## src/rtl/conv2d_stream_engine_if.sv

```systemverilog
// Stream, weight-port and status signals of conv2d_stream_engine.
// master drives pixels/weights/out_ready; slave is the engine side.
interface conv2d_stream_engine_if #(
    parameter int DATA_W   = 8,
    parameter int NUM_FILT = 2,
    parameter int W_W      = 8,
    parameter int AW       = $clog2(10*NUM_FILT)
) ();
    logic                       in_valid;
    logic                       in_ready;
    logic [DATA_W-1:0]          in_data;
    logic                       wt_we;
    logic [AW-1:0]              wt_addr;
    logic [W_W-1:0]             wt_data;
    logic                       out_valid;
    logic                       out_ready;
    logic [NUM_FILT*DATA_W-1:0] out_data;
    logic                       out_last;
    logic                       busy;

    modport master (
        output in_valid, in_data, wt_we, wt_addr, wt_data, out_ready,
        input  in_ready, out_valid, out_data, out_last, busy
    );

    modport slave (
        input  in_valid, in_data, wt_we, wt_addr, wt_data, out_ready,
        output in_ready, out_valid, out_data, out_last, busy
    );
endinterface

```

## src/rtl/conv2d_stream_engine.sv

```systemverilog
// Frame-buffered 3x3 same-padded convolution, NUM_FILT filters, one tap per cycle.
// CONV_SIGNED_OUT_EN: signed saturated outputs instead of the unsigned ReLU clamp.
module conv2d_stream_engine #(
    parameter int IMG_W      = 8,
    parameter int IMG_H      = 8,
    parameter int DATA_W     = 8,
    parameter int NUM_FILT   = 2,
    parameter int W_W        = 8,
    parameter int ACC_W      = 20,
    parameter int BIAS_SHIFT = 3,
    parameter int OUT_SHIFT  = 3
) (
    input logic                   clk,
    input logic                   reset,
    conv2d_stream_engine_if.slave bus
);
    localparam int NPIX = IMG_W*IMG_H;
    localparam int PW   = $clog2(NPIX);
    localparam int XW   = $clog2(IMG_W);
    localparam int YW   = $clog2(IMG_H);
    localparam int AW   = $clog2(10*NUM_FILT);

`ifdef CONV_SIGNED_OUT_EN
    localparam logic signed [ACC_W-1:0] HI = ACC_W'((1 << (DATA_W-1)) - 1);
    localparam logic signed [ACC_W-1:0] LO = ~HI;
`else
    localparam logic signed [ACC_W-1:0] HI = ACC_W'((1 << DATA_W) - 1);
`endif

    typedef enum logic [1:0] {LOAD, MAC, EMIT} state_e;

    state_e                     state_q;
    logic [PW-1:0]              pix_q;
    logic [XW-1:0]              x_q;
    logic [YW-1:0]              y_q;
    logic [1:0]                 kx_q, ky_q;
    logic signed [ACC_W-1:0]    acc_q [NUM_FILT];
    logic signed [W_W-1:0]      w_q   [NUM_FILT][9];
    logic signed [W_W-1:0]      b_q   [NUM_FILT];
    logic [DATA_W-1:0]          fbuf_q [NPIX];
    logic                       in_ready_q, out_valid_q, out_last_q, busy_q;
    logic [NUM_FILT*DATA_W-1:0] out_data_q;

    assign bus.in_ready  = in_ready_q;
    assign bus.out_valid = out_valid_q;
    assign bus.out_data  = out_data_q;
    assign bus.out_last  = out_last_q;
    assign bus.busy      = busy_q;

    // Tap fetch: padding taps read as zero without touching the buffer.
    int               sx, sy;
    logic             in_frame;
    logic [PW-1:0]    rd_idx;
    logic [DATA_W-1:0] tap_pix;
    logic [3:0]       tap_k;

    assign tap_k = {2'b00, ky_q} * 4'd3 + {2'b00, kx_q};

    always_comb begin
        sx       = int'(x_q) + int'(kx_q) - 1;
        sy       = int'(y_q) + int'(ky_q) - 1;
        in_frame = (sx >= 0) && (sx < IMG_W) && (sy >= 0) && (sy < IMG_H);
        rd_idx   = '0;
        if (in_frame) rd_idx = PW'(sy*IMG_W + sx);
        tap_pix  = in_frame ? fbuf_q[rd_idx] : '0;
    end

    logic signed [ACC_W-1:0]    acc_nx [NUM_FILT];
    logic [NUM_FILT*DATA_W-1:0] res_word;

    for (genvar f = 0; f < NUM_FILT; f++) begin : g_filt
        logic signed [ACC_W-1:0] pix_ext, w_ext, b_ext, r;
        logic signed [W_W-1:0]   w_cur;

        assign w_cur     = w_q[f][tap_k];
        assign pix_ext   = {{(ACC_W-DATA_W){1'b0}}, tap_pix};
        assign w_ext     = {{(ACC_W-W_W){w_cur[W_W-1]}}, w_cur};
        assign b_ext     = {{(ACC_W-W_W){b_q[f][W_W-1]}}, b_q[f]};
        assign acc_nx[f] = acc_q[f] + pix_ext * w_ext;
        assign r         = (acc_nx[f] + (b_ext <<< BIAS_SHIFT)) >>> OUT_SHIFT;
`ifdef CONV_SIGNED_OUT_EN
        assign res_word[f*DATA_W +: DATA_W] = (r > HI) ? HI[DATA_W-1:0] :
                                              (r < LO) ? LO[DATA_W-1:0] : r[DATA_W-1:0];
`else
        assign res_word[f*DATA_W +: DATA_W] = r[ACC_W-1] ? '0 :
                                              (r > HI) ? HI[DATA_W-1:0] : r[DATA_W-1:0];
`endif
    end

    // Frame buffer is deliberately left out of reset.
    always_ff @(posedge clk) begin
        if (!reset && state_q == LOAD && bus.in_valid)
            fbuf_q[pix_q] <= bus.in_data;
    end

    always_ff @(posedge clk) begin
        if (reset) begin
            state_q     <= LOAD;
            pix_q       <= '0;
            x_q         <= '0;
            y_q         <= '0;
            kx_q        <= '0;
            ky_q        <= '0;
            in_ready_q  <= 1'b1;
            out_valid_q <= 1'b0;
            out_last_q  <= 1'b0;
            busy_q      <= 1'b0;
            out_data_q  <= '0;
            for (int f = 0; f < NUM_FILT; f++) begin
                acc_q[f] <= '0;
                b_q[f]   <= '0;
                for (int k = 0; k < 9; k++) w_q[f][k] <= '0;
            end
        end else begin
            case (state_q)
                LOAD: begin
                    if (bus.wt_we) begin
                        for (int f = 0; f < NUM_FILT; f++) begin
                            for (int k = 0; k < 9; k++)
                                if (bus.wt_addr == AW'(f*9 + k)) w_q[f][k] <= bus.wt_data;
                            if (bus.wt_addr == AW'(9*NUM_FILT + f)) b_q[f] <= bus.wt_data;
                        end
                    end
                    if (bus.in_valid) begin
                        if (pix_q == PW'(NPIX-1)) begin
                            state_q    <= MAC;
                            in_ready_q <= 1'b0;
                            busy_q     <= 1'b1;
                            pix_q      <= '0;
                            x_q        <= '0;
                            y_q        <= '0;
                            kx_q       <= '0;
                            ky_q       <= '0;
                            for (int f = 0; f < NUM_FILT; f++) acc_q[f] <= '0;
                        end else begin
                            pix_q <= pix_q + 1'b1;
                        end
                    end
                end
                MAC: begin
                    for (int f = 0; f < NUM_FILT; f++) acc_q[f] <= acc_nx[f];
                    if (kx_q == 2'd2) begin
                        kx_q <= '0;
                        if (ky_q == 2'd2) begin
                            ky_q        <= '0;
                            state_q     <= EMIT;
                            out_valid_q <= 1'b1;
                            out_data_q  <= res_word;
                            out_last_q  <= (x_q == XW'(IMG_W-1)) && (y_q == YW'(IMG_H-1));
                        end else begin
                            ky_q <= ky_q + 1'b1;
                        end
                    end else begin
                        kx_q <= kx_q + 1'b1;
                    end
                end
                EMIT: begin
                    if (bus.out_ready) begin
                        out_valid_q <= 1'b0;
                        out_last_q  <= 1'b0;
                        if (out_last_q) begin
                            state_q    <= LOAD;
                            in_ready_q <= 1'b1;
                            busy_q     <= 1'b0;
                            x_q        <= '0;
                            y_q        <= '0;
                        end else begin
                            state_q <= MAC;
                            for (int f = 0; f < NUM_FILT; f++) acc_q[f] <= '0;
                            if (x_q == XW'(IMG_W-1)) begin
                                x_q <= '0;
                                y_q <= y_q + 1'b1;
                            end else begin
                                x_q <= x_q + 1'b1;
                            end
                        end
                    end
                end
                default: state_q <= LOAD;
            endcase
        end
    end
endmodule
```

## src/flat_wrapper.sv

```systemverilog
// flat-port wrapper written by rule: the top's interface ports become plain ports
module conv2d_stream_engine_flat 
#(
    parameter int IMG_W      = 8,
    parameter int IMG_H      = 8,
    parameter int DATA_W     = 8,
    parameter int NUM_FILT   = 2,
    parameter int W_W        = 8,
    parameter int ACC_W      = 20,
    parameter int BIAS_SHIFT = 3,
    parameter int OUT_SHIFT  = 3
)
  (clk, reset, bus_in_valid, bus_in_data, bus_wt_we, bus_wt_addr, bus_wt_data, bus_out_ready, bus_in_ready, bus_out_valid, bus_out_data, bus_out_last, bus_busy);
  conv2d_stream_engine_if #(.DATA_W(DATA_W), .NUM_FILT(NUM_FILT), .W_W(W_W)) bus_i ();
  input logic clk;
  input logic reset;
  input wire logic [$bits(bus_i.in_valid)-1:0] bus_in_valid;
  input wire logic [$bits(bus_i.in_data)-1:0] bus_in_data;
  input wire logic [$bits(bus_i.wt_we)-1:0] bus_wt_we;
  input wire logic [$bits(bus_i.wt_addr)-1:0] bus_wt_addr;
  input wire logic [$bits(bus_i.wt_data)-1:0] bus_wt_data;
  input wire logic [$bits(bus_i.out_ready)-1:0] bus_out_ready;
  output wire logic [$bits(bus_i.in_ready)-1:0] bus_in_ready;
  output wire logic [$bits(bus_i.out_valid)-1:0] bus_out_valid;
  output wire logic [$bits(bus_i.out_data)-1:0] bus_out_data;
  output wire logic [$bits(bus_i.out_last)-1:0] bus_out_last;
  output wire logic [$bits(bus_i.busy)-1:0] bus_busy;
  assign bus_i.in_valid = bus_in_valid;
  assign bus_i.in_data = bus_in_data;
  assign bus_i.wt_we = bus_wt_we;
  assign bus_i.wt_addr = bus_wt_addr;
  assign bus_i.wt_data = bus_wt_data;
  assign bus_i.out_ready = bus_out_ready;
  assign bus_in_ready = bus_i.in_ready;
  assign bus_out_valid = bus_i.out_valid;
  assign bus_out_data = bus_i.out_data;
  assign bus_out_last = bus_i.out_last;
  assign bus_busy = bus_i.busy;
  conv2d_stream_engine #(.IMG_W(IMG_W), .IMG_H(IMG_H), .DATA_W(DATA_W), .NUM_FILT(NUM_FILT), .W_W(W_W), .ACC_W(ACC_W), .BIAS_SHIFT(BIAS_SHIFT), .OUT_SHIFT(OUT_SHIFT)) u_core (.clk(clk), .reset(reset), .bus(bus_i));
endmodule
```

## config.mk

```make
export PLATFORM = sky130hd
export DESIGN_NAME = conv2d_stream_engine_flat
export DESIGN_NICKNAME = d
export VERILOG_FILES = /design/src/rtl/conv2d_stream_engine_if.sv /design/src/rtl/conv2d_stream_engine.sv /design/src/flat_wrapper.sv
export SDC_FILE = /design/constraint.sdc
export NUM_CORES = 1
export LEC_CHECK = 0
export ABC_AREA = 1
export ABC_CLOCK_PERIOD_IN_PS = 9900
export BUFFER_PORTS_ARGS = -buffer_cell sky130_fd_sc_hd__buf_2
export CAP_MARGIN = 20
export CORE_MARGIN = 4
export CORE_UTILIZATION = 45
export CTS_CLUSTER_DIAMETER = 120
export DETAILED_ROUTE_END_ITERATION = 12
export GPL_TIMING_DRIVEN = 0
export MAX_ROUTING_LAYER = met4
export PLACE_DENSITY = 0.63
export SYNTH_ARGS = -nofsm -noshare
export SYNTH_HDL_FRONTEND = slang
export SYNTH_SLANG_ARGS = --single-unit
```

## constraint.sdc

```tcl
create_clock -name clk -period 9.9 [get_ports clk]
set_clock_uncertainty 0.05 [all_clocks]
set_input_delay 0.495 -clock clk [delete_from_list [all_inputs] [get_ports clk]]
set_output_delay 0.495 -clock clk [all_outputs]
set_load 0.05 [all_outputs]
```

Yosys cells after proc, flatten, opt, wreduce, memory -nomap -nowiden
Memories as Yosys holds them, arrays and structs flattened.
Index checks and enable logic that the tools add are counted.
{"block": "word_totals", "ff_bits": 38, "latch_bits": 0, "ramBits": 712, "romBits": 0, "inputBits": 26, "output_inout_bits": 20, "wordCells": 318, "memories": 4}
{"name": "u_core.fbuf_q", "words": 64, "word_bits": 8, "read_ports": 1, "rd_clocked_by_memory_dff": 0, "write_ports": 1, "line_no": "conv2d_stream_engine.sv:40", "text": "logic [DATA_W-1:0] fbuf_q [NPIX];"}
{"name": "u_core.w_q", "words": 2, "word_bits": 72, "read_ports": 2, "rd_clocked_by_memory_dff": 0, "write_ports": 2, "line_no": "conv2d_stream_engine.sv:38", "text": "logic signed [W_W-1:0] w_q [NUM_FILT][9];"}
{"name": "u_core.acc_q", "words": 2, "word_bits": 20, "read_ports": 2, "rd_clocked_by_memory_dff": 0, "write_ports": 2, "line_no": "conv2d_stream_engine.sv:37", "text": "logic signed [ACC_W-1:0] acc_q [NUM_FILT];"}
{"name": "u_core.b_q", "words": 2, "word_bits": 8, "read_ports": 2, "rd_clocked_by_memory_dff": 0, "write_ports": 2, "line_no": "conv2d_stream_engine.sv:39", "text": "logic signed [W_W-1:0] b_q [NUM_FILT];"}
{"block": "op_classes", "n_addsub": 15, "mul": 3, "div_mod_pow": 0, "magnitude_cmp": 7, "n_eq_ne": 33, "shifts": 0, "n_mux": 197, "bitwise_logic": 27, "reduce_logical": 21}
{"cell": "two-way mux 8 bit", "count": 29}
{"cell": "two-way mux 1 bit", "count": 131}
{"cell": "two-way mux 20 bit", "count": 6}
{"cell": "binary-select mux 8 bit (select 4 bit)", "count": 2}
{"cell": ">= comparator 32 x 1 -> 1 bit (second input constant)", "count": 2}
{"cell": "less-than comparator 32 x 5 -> 1 bit (second input constant)", "count": 2}
{"cell": "adder 20 x 11 -> 20 bit", "count": 2}
{"cell": "adder 20 bit", "count": 2}
{"cell": "equality test 5 x 4 -> 1 bit (second input constant)", "count": 8}
{"cell": "greater-than comparator 17 x 9 -> 1 bit (second input constant)", "count": 2}
{"cell": "multiplier 9 x 8 -> 17 bit", "count": 2}
{"cell": "bitwise OR 1 bit", "count": 26}
{"cell": "two-way mux 3 bit", "count": 8}
{"cell": "equality test 5 x 3 -> 1 bit (second input constant)", "count": 4}
{"cell": "equality test 5 bit (second input constant)", "count": 4}
{"cell": "two-way mux 2 bit", "count": 10}
{"cell": "AND reduction 5 bit", "count": 3}
{"cell": "two-way mux 6 bit", "count": 2}
{"cell": "case mux 3 bit (2 select lines)", "count": 2}
{"cell": "AND reduction 4 bit", "count": 3}
{"cell": "equality test 5 x 2 -> 1 bit (second input constant)", "count": 2}
{"cell": "subtractor 4 x 1 -> 5 bit (second input constant)", "count": 2}
{"cell": "adder 3 x 2 -> 4 bit", "count": 2}
{"cell": "case mux 1 bit (2 select lines)", "count": 4}
{"cell": "25 further kinds", "count": 43}

Logic depth before layout (Yosys ltp)
Gate-level depths: netlist of run 1.
An unclocked memory read counts as a cell.
{"block": "logic_depth", "word_depth": 15, "ltp_mapped": 64, "depth_no_buf": 61}

Worst setup path before layout of run 1
Ideal clock, no wire load.
{"block": "synth_timing", "path_type": "register to register", "from": "register u_core.kx_q[1]", "to": "register u_core.out_data_q[10], in the netlist u_core.bus.out_data[10]", "setup_time_ns": 0.132, "arrival_time_ns": 9.494, "required_ns": 9.718, "setup_slack_ns": 0.224, "path_stages_with_launch": 52, "path_buffers": 1, "period_less_slack_ns": 9.676, "path_cell_list": "dfxtp_1 > inv_1 > ha_1 > inv_1 > ha_1 > inv_1 > fa_1 > xor2_1 > ha_1 > inv_1 > fa_1 > xnor2_1 > xnor2_1 > nand2_1 > inv_1 > nand3_2 > nand3_2 > buf_4 > [16 not listed] > nand2_1 > a21oi_1 > o21ai_0 > a31oi_1 > xor2_1 > inv_1 > ha_1 > inv_1 > o21bai_1 > o21bai_1 > nor2_1 > nand3b_1 > nand2_1 > nand2_1 > nor2_1 > nand2_1 > o211ai_1 > a21oi_1"}
{"item": "from (decl)", "line_no": "conv2d_stream_engine.sv:36", "text": "logic [1:0] kx_q, ky_q;"}
{"item": "from (signal assigned)", "line_no": "conv2d_stream_engine.sv:154", "text": "kx_q <= kx_q + 1'b1;"}
{"item": "to (signal assigned)", "line_no": "conv2d_stream_engine.sv:148", "text": "out_data_q <= res_word;"}
{"item": "to (decl)", "line_no": "conv2d_stream_engine.sv:42", "text": "logic [NUM_FILT*DATA_W-1:0] out_data_q;"}

==> results of run 1 <==
power breakdown:
part | switching (mW) | total, mW | internal, mW | leakage, nW
clock network | 1.33 | 3.03 | 1.70 | 1.26
registers | 0.0271 | 3.55 | 3.53 | 6.98
logic | 1.96 | 3.16 | 1.19 | 11.0
cells in the mapped netlist, drive strengths merged:
master / instances / area, µm²
o2111ai: 1 / 8.76
a311o: 1 / 10.0
a21boi: 1 / 11.3
a221o: 26 / 260
clkinv: 2 / 7.51
or2: 4 / 25.0
nand3: 620 / 3210
nand2: 881 / 3320
ha: 178 / 2230
a31o: 4 / 35.0
nor4: 3 / 18.8
o311ai: 2 / 17.5
buf: 109 / 616
fa: 83 / 1660
xnor2: 27 / 236
and2: 4 / 25.0
nand4: 29 / 181
nor3: 15 / 75.1
a21o: 12 / 90.1
dfxtp: 38 / 761
clkbuf: 59 / 221
and3: 3 / 18.8
edfxtp: 712 / 21400
o21ai: 46 / 230
a41oi: 2 / 17.5
o21a: 1 / 7.51
a31oi: 31 / 194
o221a: 1 / 11.3
o21bai: 12 / 90.1
nor2: 387 / 1470
o211ai: 20 / 150
nor3b: 2 / 15.0
a21oi: 162 / 811
inv: 370 / 1390
nand3b: 3 / 22.5
o221ai: 5 / 43.8
a211oi: 8 / 60.1
o31ai: 3 / 22.5
xor2: 44 / 385
worst max-delay path: cells and delay by family (launching register included):
| kind | cells | cell delay (ns) |
|---|---|---|
| AO/OA/AOI/OAI | 5 | 0.73 |
| XOR/XNOR | 3 | 0.50 |
| adder cells (fa/ha/maj) | 10 | 3.80 |
| buffers and inverters | 17 | 1.71 |
| flip-flops | 1 | 0.32 |
| AND/OR/NAND/NOR | 21 | 2.52 |
cell usage in the layout, fill, tap and decap left out, drive strengths merged, types with 2 or more instances in the layout:
cell,n
a211oi,8
a21o,12
a21oi,162
a221o,26
a31o,4
a31oi,31
a41oi,2
and2,4
and3,3
buf,258
bufinv,8
clkbuf,170
clkinv,33
clkinvlp,7
dfxtp,38
edfxtp,712
fa,83
ha,178
inv,372
nand2,881
nand3,620
nand3b,3
nand4,29
nor2,387
nor3,15
nor3b,2
nor4,3
o211ai,20
o21ai,46
o21bai,12
o221ai,5
o311ai,2
o31ai,3
or2,4
xnor2,27
xor2,44
per-layer routing:
metal	global-route usage [%]	wire length (µm)	part of all wire, %	up-vias
li1	-	-	-	14000
met1	32.3	47500	40	14900
met2	39.3	55900	48	1388
met3	3.66	9900	8.4	307
met4	8.10	4220	3.6	0
met5	-	0	0	-
final cells by class:
class,instances,area share [%]
Sequential cell,750,45.7
Multi-Input combinational cell,2621,36.3
Clock buffer,94,4.19
Buffer,166,3.38
Timing Repair Buffer,168,3.27
Inverter,372,3.02
Tap cell,1155,2.98
Clock inverter,48,1.19
timing repair:
action / in CTS / in global routing
pin swaps: 67 / 143
endpoints found under the setup margin: 21 / 16
resized for setup: 317 / 542
cloned: 0 / 17
hold endpoints to repair: 0 / 0
setup buffers: 45 / 49
state kept, by name, summed over array words and instances, names as in the netlist, 2 cells and up:
name / cells
u_core.kx_q: 2
u_core.y_q: 3
u_core.state_q: 2
u_core.x_q: 3
u_core.fbuf_q: 512
u_core.b_q: 16
u_core.acc_q: 40
u_core.pix_q: 6
u_core.w_q: 144
u_core.ky_q: 2
u_core.bus.out_data: 16
worst max-delay path by stage:
stage | start | to | slack [ns] | cells past startpoint
floorplan | u_core.kx_q[1] | u_core.bus.out_data[10] | 0.22 | 51
global placement | u_core.ky_q[1] | u_core.bus.out_data[10] | -1.71 | 52
detailed placement | u_core.ky_q[1] | u_core.bus.out_data[8] | -1.74 | 52
CTS | u_core.ky_q[1] | u_core.bus.out_data[10] | -0.1 | 57
global route | u_core.ky_q[1] | u_core.bus.out_data[13] | -0.32 | 61
finish | u_core.x_q[1] | u_core.bus.out_data[14] | 0.09 | 56
through the flow:
step                setup TNS, ns  utilization, %  power, mW
CTS                        -0.784            52.3       9.23
detailed placement         -26.53            47.4       5.94
floorplan                       0               -       5.33
finish                          0            55.9       9.75
global route                -4.48            55.9       10.2
global placement           -25.74            47.3       5.93
cells by family after synthesis:
kind of cell,share of synthesized area (%)
simple gates,21.3
compound gates,5.27
buf+inv,5.68
xor+xnor,1.58
fa+ha+maj,9.89
flops,56.3
==> flow_summary.toml, run 1 <==
[die]
die_width_um = 304
fp.coreArea_mm2 = 0.0868
initial_utilization_pct = 45.3
num_io_pins = 46
die_area_mm2 = 0.0922
rows = 108
die_h_um = 304

[critical_path]
critPathArrivalTime_ns = 10.27
reg2reg_setup_slack_ns = 0.09
r2r-start = "u_core.x_q[1]"
crit_top_cell = "inv_2"
critPathLaunchType = "register"
reg2reg_to = "u_core.bus.out_data[14]"
reg2reg_depth = 56
required_ns = 10.35
cp_slowest_cell = "fa_1"
critPathMaxFanout = 10
critPathCaptureType = "register"
cp_slowest_stage_delay_ns = 0.58
critPathKind = "reg -> reg"

[cells_and_area]
fin_cells = 5374
fill_cells = 7312
fin_nets = 4444
final_cell_area_mm2 = 0.0485
regArea_mm2 = 0.0222
drive_gt1_share_pct = 21.4
multi_input_area_mm2 = 0.0176
area_delta_synth_final_pct = 23.3
antenna_cells = 0

[global_routing]
track_usage_pct = 24.5
grt_max_degree = 65
grt.overflow.total = 0
antenna_found_initial = 1
first_global_vias = 29000
grt_pass1_wl_mm = 170

[place]
placed_area_mm2 = 0.0411
gp_congestion = 1.01
portBuffers = 44
dp_worst_setup_slack_ns = -1.74
place_hpwl_mm = 78.1
dp_cells = 5118

[timing]
slew_viol_final = 0
worst_slack_ns = 0.0860
period_minus_slack_ns = 9.81
holdWs_ns = 0.111
finalSetupViolCount = 0
rsz0062_at_grt = "yes"
finalHoldViolations = 0
max_slew_margin_pct = 25.8
worst_pin_slew_ns = 1.11
fin_crit_sh_pct = 99.1
fmax_mhz = 102

[power_and_ir_drop]
power_leakage_nw = 19.3
vdd_ir_drop_max_uv = 143
p_per_area_mw_per_mm2 = 201

[detailed_routing]
antenna_left = 0
dr.pass1.iters = 7
via_count = 30500
via_per_inst = 5.68
post-route-drc-count = 0
drt-wirelength-per-cell_um = 21.9
drtIter0Drc = 3031
routed_wl_mm = 118

[synth]
synth-warning-count = 0
syn_area_per_cell_um2 = 10.1
synth.distinct_cells = 51
synthesis.area_mm2 = 0.0393
synth_nets = 4198
seq_area_frac_synth_pct = 56.3
ys_ff_latch = 750
synth_cells = 3911

[clock_network]
cts_buffers = 78
cts_tree = "yes"
cts_max_level = 3
postCtsHoldBufs = 0
cts.sinks = 750
insertion_delay_ns = 0.66
clkTransAtPathRegs_ns = 0.06
clock_path_buffers = 3
clockRootBuffer = "clkbuf_16"

[worst_hold_path]
min-delay-start = "bus_wt_data[7]"
hp-class = "in -> reg"
min_to = "u_core.w_q[1][47]"
holdPathStages = 3

[status]
status = "finished, final reports clean"

[job]
maxCapViolCount = 0
(Power assumes the default switching activity.)
==> run 2: changes to the inputs <==
--- a/config.mk
+++ b/config.mk
@@ -10,12 +10,12 @@
 export BUFFER_PORTS_ARGS = -buffer_cell sky130_fd_sc_hd__buf_2
 export CAP_MARGIN = 20
 export CORE_MARGIN = 4
-export CORE_UTILIZATION = 45
+export CORE_UTILIZATION = 55
 export CTS_CLUSTER_DIAMETER = 120
 export DETAILED_ROUTE_END_ITERATION = 12
 export GPL_TIMING_DRIVEN = 0
 export MAX_ROUTING_LAYER = met4
-export PLACE_DENSITY = 0.63
+export PLACE_DENSITY = 0.75
 export SYNTH_ARGS = -nofsm -noshare
 export SYNTH_HDL_FRONTEND = slang
 export SYNTH_SLANG_ARGS = --single-unit
==> run 2 against run 1 <==
The run now ends with setup timing left. Power shrank 1.2%. Sequential power is essentially flat. Final area shrank 1.5%. Non-clock buffer count grew 23. Routed wire length shrank 0.55%. Largest power group unchanged. Die area shrank 18%. Clock power shrank 5%. Fmax shrank 1.0%. Sequential share of layout area grew 0.70 points. Register-to-register slack lost 0.10 ns. Cell count shrank 3.6%. First-iteration DRC count grew 39%.
==> flow_summary.toml, run 2 (same netlist as run 1, synthesis figures left out) <==
[status]
status = "finished with violations"
violations = "setup timing"

[timing]
finalSetupViolCount = 3
finalHoldViolations = 0
rsz0062_at_grt = "yes"
slew_viol_final = 0
max_slew_margin_pct = 20.7
worst_pin_slew_ns = 1.19
fmax_mhz = 101
worst_slack_ns = -0.0154
period_minus_slack_ns = 9.92
fin_crit_sh_pct = 100

[clock_network]
cts_max_level = 3
cts_tree = "yes"
clockRootBuffer = "clkbuf_16"
clock_path_buffers = 3
cts.sinks = 750
insertion_delay_ns = 0.65
clkTransAtPathRegs_ns = 0.06
cts_buffers = 77

[power_and_ir_drop]
switchingPower_mw = 3.29
p_int_mw = 6.34
power_frac_seq_pct = 36.9
switching_share_pct = 34.1
vdd_ir_drop_max_uv = 158
comb_power_share_pct = 33.1
p_per_area_mw_per_mm2 = 202
power_leakage_nw = 19.2
p_clk_share_pct = 30.0

[cells_and_area]
final_cell_area_mm2 = 0.0478
area_delta_synth_final_pct = 21.4
fin_cells = 5182
fin_util_pct = 67.7
fin_nets = 4466
final_cell_mix = "837 x nand2_1, 712 x edfxtp_1, 449 x nand3_1, 355 x nor2_1, 325 x inv_1"
multi_input_area_mm2 = 0.0172
fill_cells = 4828
drive_gt1_share_pct = 20.0
regArea_mm2 = 0.0222
final_common_cell = "nand2_1"
top_regs = "u_core.fbuf_q x512, u_core.w_q x144, u_core.acc_q x40"
largest_reg_flops = 512
largest-register = "u_core.fbuf_q"
antenna_cells = 0

[critical_path]
r2r-start = "u_core.kx_q[1]"
critPathMaxFanout = 10
startpoint = "u_core.kx_q[1]"
cp_slowest_stage_delay_ns = 0.51
critical_path_depth = 62
required_ns = 10.40
critPathKind = "reg -> reg"
reg2reg_setup_slack_ns = -0.02
cp_top_family = "adder cells"
critPathLaunchType = "register"
reg2reg_depth = 62
crit_end = "u_core.bus.out_data[8]"
critPathCaptureType = "register"
critPathArrivalTime_ns = 10.41
path_buf_inv = 13
reg2reg_to = "u_core.bus.out_data[8]"
cp_slowest_cell = "fa_1"

[global_routing]
grt_max_degree = 65
track_usage_pct = 29.9
antenna_found_initial = 0
first_global_vias = 30000
grt.overflow.total = 0
grt_pass1_wl_mm = 169

[worst_hold_path]
hp-class = "in -> reg"

[die]
initial_utilization_pct = 55.8
rows = 97
die_width_um = 275
die_area_mm2 = 0.0759
die_h_um = 275
fp.coreArea_mm2 = 0.0705
num_io_pins = 46

[detailed_routing]
antenna_left = 0
drtIter0Drc = 4216
routedLengthMet1_mm = 43.3
drt-wirelength-per-cell_um = 22.6
via_count = 31500
routed_wl_mm = 117
dr.pass1.iters = 9
wl_met3_mm = 13.1
top_layer_used = "met4"
dr_wl_met2_mm = 55.0
via_per_inst = 6.08
post-route-drc-count = 0

[place]
gp_congestion = 0.972
placed_area_mm2 = 0.0408
place_hpwl_mm = 74.2
dp_cells = 4900
portBuffers = 44

[job]
maxCapViolCount = 0
## run 2: cell types whose count changed in the layout (fill, tap and decap cells not counted), moves of 7 or more
cell,previous run,this run
buf_4,108,135
buf_6,39,46
clkbuf_16,95,87
clkinv_1,11,28
nand2_1,822,837
nand2_2,43,34
nand3_1,400,449
nand3_2,178,135
## run 2: per-layer routing
metal  vias up  global-route usage, %
met4         0                   12.5
li1      14000                      -
met2      2007                   46.9
met1     15000                   38.3
met5         -                      -
met3       451                   6.10
## run 2: timing repair
item / in CTS / in global routing
resized for setup: 417 / 355
pin swaps: 126 / 233
setup endpoints to repair: 21 / 16
hold buffers: 0 / 0
buffers inserted: 64 / 64
gates cloned: 3 / 7
## run 2: how the worst min path moves through the flow
stage / from / to / depth (start not counted)
after floorplan: u_core.y_q[1] / u_core.y_q[1] / 2
after global placement: u_core.bus.out_valid / u_core.bus.out_valid / 2
after detailed placement: u_core.bus.out_data[9] / u_core.bus.out_data[9] / 2
after CTS: bus_wt_data[0] / u_core.w_q[1][24] / 3
after global routing: bus_wt_data[3] / u_core.w_q[1][27] / 3
final: bus_wt_data[0] / u_core.w_q[1][24] / 3
## run 2: final cells by class
type                            count  share of cell area (%)
Buffer                            164                    3.19
Sequential cell                   750                    46.4
Clock buffer                       92                    4.24
Timing Repair Buffer              193                    3.71
Clock inverter                     50                   0.901
Inverter                          372                    3.02
Multi-Input combinational cell   2621                    36.1
Tap cell                          940                    2.46
## run 2: stage by stage
step | setup TNS (ns) | total power, mW | worst slack, ns | hold slack, ns
after floorplan | 0 | 5.33 | 0.224 | 0.408
after global placement | -23.83 | 5.90 | -1.62 | 0.400
after detailed placement | -26.34 | 5.92 | -1.73 | 0.402
after CTS | -0.0151 | 9.10 | -0.0114 | 0.0964
after global routing | -6.53 | 10.1 | -0.448 | 0.129
final | -0.0433 | 9.63 | -0.0154 | 0.119
## run 2: worst reg2reg max path, delay by kind of cell (launching register included)
kind / cells / cell delay, ns
AOI/OAI and AO/OA: 9 / 1.35
adders and majority gates: 10 / 3.44
xor gates and xnor gates: 2 / 0.31
buffers and inverters: 13 / 1.28
DFF: 1 / 0.37
and+or+nand+nor: 28 / 3.01
## run 2: power groups by stage
stage,combinational [mW],clock (mW),sequential (mW)
after floorplan,1.72,0,3.61
after global placement,2.28,0,3.62
after detailed placement,2.30,0,3.62
after CTS,2.67,2.87,3.56
after global routing,3.49,3.01,3.56
final,3.19,2.88,3.56
